File: src/rtl/cpu_int_ack_ctrl.sv
// Interrupt latch/acknowledge controller for a Z80-class CPU core.
// Channel 0 is the NMI source. Channels 1..NCH-1 are merged onto IRQo, and the
// lowest-numbered pending channel has the highest priority. A pending request is
// cleared by a vector fetch (M1 with a matching address), by a disable, or by a
// clear strobe. Each channel is either edge-latched or level-following. Sticky
// overrun flags record edges that arrive while the channel is already pending.
//
// Ports:
//   CLK    system clock, rising edge
//   RST    asynchronous reset, active-high
//   CEN    clock enable; all state holds while low
//   AD     CPU address bus
//   M1     opcode/vector fetch strobe
//   REQ    raw interrupt request lines
//   EN     per-channel enable
//   CLR    per-channel clear strobe (pending + overrun)
//   NMIo   pending state of channel 0
//   IRQo   OR of pending channels 1..NCH-1
//   IRQ_ID index of lowest pending IRQ channel, 0 if none
//   PEND   per-channel pending flags
//   OVR    per-channel sticky overrun flags
module cpu_int_ack_ctrl #(
    parameter int unsigned     NCH     = 4,
    parameter int unsigned     AW      = 16,
    parameter logic [AW-1:0]   NMI_VEC = 16'h0066,
    parameter logic [AW-1:0]   IRQ_VEC = 16'h0038,
    parameter logic [NCH-1:0]  EDGE    = {NCH{1'b1}},
    parameter int unsigned     IDW     = 3
) (
    input  logic           CLK,
    input  logic           RST,
    input  logic           CEN,
    input  logic [AW-1:0]  AD,
    input  logic           M1,
    input  logic [NCH-1:0] REQ,
    input  logic [NCH-1:0] EN,
    input  logic [NCH-1:0] CLR,
    output logic           NMIo,
    output logic           IRQo,
    output logic [IDW-1:0] IRQ_ID,
    output logic [NCH-1:0] PEND,
    output logic [NCH-1:0] OVR
);

    logic [NCH-1:0] pend_q, pend_d;
    logic [NCH-1:0] ovr_q, ovr_d;
    logic [NCH-1:0] req_prev_q;
    logic           nmi_match_q, irq_match_q;
    logic [IDW-1:0] irq_id_q, irq_id_d;

    logic           nmi_match, irq_match;
    logic           ack_nmi, ack_irq;
    logic [NCH-1:0] rise;
    logic [NCH-1:0] irq_tgt;
    logic           irq_found;
    logic [NCH-1:0] ack_hit;

    assign nmi_match = M1 && (AD == NMI_VEC);
    assign irq_match = M1 && (AD == IRQ_VEC);
    // A held fetch acknowledges only on its first matching cycle.
    assign ack_nmi   = nmi_match && !nmi_match_q;
    assign ack_irq   = irq_match && !irq_match_q;
    assign rise      = REQ & ~req_prev_q;

    // IRQ ack target is chosen from the pending state before this cycle's update.
    always_comb begin
        irq_tgt   = '0;
        irq_found = 1'b0;
        for (int i = 1; i < int'(NCH); i++) begin
            if (pend_q[i] && !irq_found) begin
                irq_tgt[i] = 1'b1;
                irq_found  = 1'b1;
            end
        end
    end

    assign ack_hit = (irq_tgt & {NCH{ack_irq}}) | {{(NCH-1){1'b0}}, ack_nmi};

    always_comb begin
        pend_d = pend_q;
        ovr_d  = ovr_q;
        for (int i = 0; i < int'(NCH); i++) begin
            if (EDGE[i]) begin
                if (!EN[i] || CLR[i]) begin
                    pend_d[i] = 1'b0;
                    if (CLR[i]) begin
                        ovr_d[i] = 1'b0;
                    end
                end else if (ack_hit[i]) begin
                    // An edge coinciding with the ack is swallowed without overrun.
                    pend_d[i] = 1'b0;
                end else if (rise[i]) begin
                    if (pend_q[i]) begin
                        ovr_d[i] = 1'b1;
                    end
                    pend_d[i] = 1'b1;
                end
            end else begin
                pend_d[i] = REQ[i] && EN[i] && !CLR[i];
                ovr_d[i]  = 1'b0;
            end
        end
    end

    always_comb begin
        irq_id_d = '0;
        for (int i = int'(NCH) - 1; i >= 1; i--) begin
            if (pend_d[i]) begin
                irq_id_d = IDW'(i);
            end
        end
    end

    always_ff @(posedge CLK or posedge RST) begin
        if (RST) begin
            pend_q      <= '0;
            ovr_q       <= '0;
            req_prev_q  <= '0;
            nmi_match_q <= 1'b0;
            irq_match_q <= 1'b0;
            irq_id_q    <= '0;
        end else if (CEN) begin
            pend_q      <= pend_d;
            ovr_q       <= ovr_d;
            req_prev_q  <= REQ;
            nmi_match_q <= nmi_match;
            irq_match_q <= irq_match;
            irq_id_q    <= irq_id_d;
        end
    end

    assign PEND   = pend_q;
    assign OVR    = ovr_q;
    assign NMIo   = pend_q[0];
    assign IRQo   = |pend_q[NCH-1:1];
    assign IRQ_ID = irq_id_q;

endmodule

File: config.mk
export PLATFORM = sky130hd
export DESIGN_NAME = cpu_int_ack_ctrl
export DESIGN_NICKNAME = d
export VERILOG_FILES = /design/src/rtl/cpu_int_ack_ctrl.sv
export SDC_FILE = /design/constraint.sdc
export NUM_CORES = 1
export LEC_CHECK = 0
export ABC_CLOCK_PERIOD_IN_PS = 2700
export CAP_MARGIN = 20
export CORE_AREA = 4 4 60 62
export DETAILED_ROUTE_END_ITERATION = 10
export DIE_AREA = 0 0 64 66
export SYNTH_ARGS = -nofsm -noshare
export SYNTH_HDL_FRONTEND = slang
export SYNTH_SLANG_ARGS = --single-unit
File: constraint.sdc
create_clock -name CLK -period 2.7 [get_ports CLK]
set_clock_uncertainty 0.15 [all_clocks]
set_input_delay 0.27 -clock CLK [delete_from_list [all_inputs] [get_ports CLK]]
set_output_delay 0.27 -clock CLK [all_outputs]
set_load 0.05 [all_outputs]
==> metrics.txt <==
status completed; H-tree depth 1; worst reg2reg path depth 3; # IOs 45; # rows 20; number of cells after detailed placement 174; number of global-route vias before repair 824; Crit path largest cell delay 0.71 ns; Post-CTS Repair Setup Buffers 0; PortBufs 43; post-synthesis cell count 90; largest net degree at the start of global routing 17; FF+latch count, synth 16; final-layout fill cell count 291; Root Buffer Master clkbuf_4; Worst setup startpoint PEND[2]; ys flop type dfrtp_1; dominant cells by area after synthesis dfrtp_1 45%, mux2_2 5.0%, o21ai_0 4.5%; Worst slew margin 0.589; Via density 4.54; Max Fclk 452 MHz; initial core utilization 0.295; gr usage total 0.109; startpoint types register; CP bufs+invs 1; Post-Syn Nets 122; Max clock buf depth 2; FFs w/ async S/R, synth 1.00; via count 808; R2R Path Start irq_match_q; CP max-delay cell clkdlybuf4s50_1; multi-input logic area 425 µm²; Worst Setup End Kind primary output; CTS buffer count 3; IR drop worst, VDD 352 µV; Clk pin slew, worst setup/hold paths 0.09 ns; first-pass GRT wire length 3650 µm; most common cell in the netlist dfrtp_1; initial antenna violation count 0; Final Max Tran Viols 0; Pleak 0.560 nW; setup TNS 0 ns; Final Hold Vio Count 0; Synth top area share 0.448; Synth top cells by count 16 x dfrtp_1, 9 x inv_1, 8 x nand2_1, 8 x o21ai_0, 6 x nor2b_1; layout overhead on the synthesized area 56.1%; TritonCTS clock tree done; HP Class input pin to async pin; detailed-placement wirelength estimate 1760 µm; final net count 167; CP delay by family, top buffers and inverters; CTS sink count 16; die area 4220 µm²; Netlist cell types 31; cell taking the most area after synthesis dfrtp_1; R2R Setup Slk 1.30 ns; Die Y 66 µm; Tmin final 2.21 ns; WP data required 2.28 ns; crit path cell chain nor2_1, nand2_1, clkdlybuf4s50_1; drt pass-1 iters 4; Post-synth EDFFs 0; die extent in x 64 µm; final setup fails 0; # hold bufs at CTS 0; CP Class register to primary output; sequential share of the synthesized area 0.448; Worst-Skew Late Latency 0.28 ns; area of the mapped netlist 895 µm²; First DRT Iteration DRCs 8; final period utilization 0.819; layout cells sized above 1 0.119; Synth Area per Inst 9.94 µm²; WL final 2130 µm; crit path DAT 1.79 ns; GRT overflow 0; Critical Path Sink IRQo; Post-Layout Cell Count 178; Worst R2R End PEND[2]; RSZ-0062 raised after global routing no; WL per Instance 11.9 µm; DRC viols 0; ant diodes 0; Worst Path Max Fanout 6; max capacitance violation total 0; Yosys warnings 0; Resize count post-CTS 0; register area 400 µm²; Antenna Violating Nets Remaining 0; power per cell area 422 nW/µm²; WP depth 3; worst-margin pin slew 0.616 ns; core area 3030 µm²; GPL Wtd Cong 0.803
==> per-layer routing <==
| metal | up-vias | share of wire | global-route usage |
|---|---|---|---|
| met2 | 23 | 0.49 | 0.191 |
| met3 | 2 | 0.069 | 0.0340 |
| li1 | 404 | - | - |
| met4 | 0 | 0.0080 | 0.0243 |
| met5 | - | 0 | 0 |
| met1 | 379 | 0.43 | 0.130 |
==> worst min path at each step <==
stage                      start       endpoint  slack [ns]  cells past startpoint
after CTS                    RST         OVR[2]        0.23                      2
after global routing         RST  req_prev_q[0]        0.27                      2
after global placement    OVR[0]         OVR[0]        0.31                      2
after detailed placement  OVR[0]         OVR[0]        0.32                      2
final                        RST  req_prev_q[0]        0.20                      2
after floorplan              RST      IRQ_ID[0]        0.03                      1
==> layout by cell type, fill, tap and decap left out <==
cell type        instances
mux2i_1                  1
a41oi_2                  1
nand4_1                  2
conb_1                   1
clkdlybuf4s50_1         43
nand3_1                  3
dfrtp_1                 16
nand2_1                  8
mux2_4                   1
and3_1                   2
buf_4                    2
nor2_1                   4
and3b_1                  1
nor2b_1                  6
a21oi_1                  4
clkbuf_8                 1
nor3_4                   1
mux2_2                   4
nor4bb_1                 1
nor3_1                   1
o21ai_2                  1
o21ai_0                  8
o2111ai_1                1
o221ai_1                 1
clkbuf_4                 3
nor4_1                   2
a31oi_4                  1
a31oi_1                  3
o22ai_1                  1
nand4bb_4                1
inv_1                    9
==> flip-flops by register name (all words and copies together), names as in the netlist <==
register,count
PEND,4
OVR,4
nmi_match_q,1
irq_match_q,1
req_prev_q,4
IRQ_ID,2
==> worst reg2reg max path, delay by kind of cell (launching register included) <==
kind / cells / cell delay (ns)
mux: 1 / 0.27
compound gates: 1 / 0.14
flops: 1 / 0.41
simple gates: 1 / 0.32
==> layout make-up <==
type                       count  area share
inverter                       9      0.0242
clock buffer                   4      0.0260
tap                           44      0.0394
sequential                    16       0.287
multi-input combinational     60       0.305
timing repair buffer          45       0.319
==> per-stage QoR <==
stage	area, µm²	hold slack (ns)	worst slack (ns)	power, mW	utilization
detailed placement	1360	0.319	0.645	0.439	0.449
CTS	1400	0.232	0.484	0.597	0.461
floorplan	895	0.0337	1.07	0.357	-
global placement	1360	0.310	0.682	0.438	0.449
global route	1400	0.265	0.401	0.620	0.461
finish	1400	0.204	0.490	0.589	0.461
==> logic make-up (layout without fill, tap and decap cells) <==
kind of cell	count (synthesis)	in the layout	share of synthesized area
mux	6	6	0.0783
other cells	1	1	0.00419
compound gates	21	21	0.166
simple gates	32	32	0.227
flops	16	16	0.448
buf+inv	14	58	0.0769
==> report_power, final <==
group / total (mW) / internal [mW] / switching (mW) / leakage [nW]
sequential: 0.264 / 0.254 / 0.0104 / 0.211
combinational: 0.169 / 0.0817 / 0.0873 / 0.327
clock: 0.156 / 0.0820 / 0.0743 / 0.0210
Note: power is estimated with default switching activity, not from simulation.
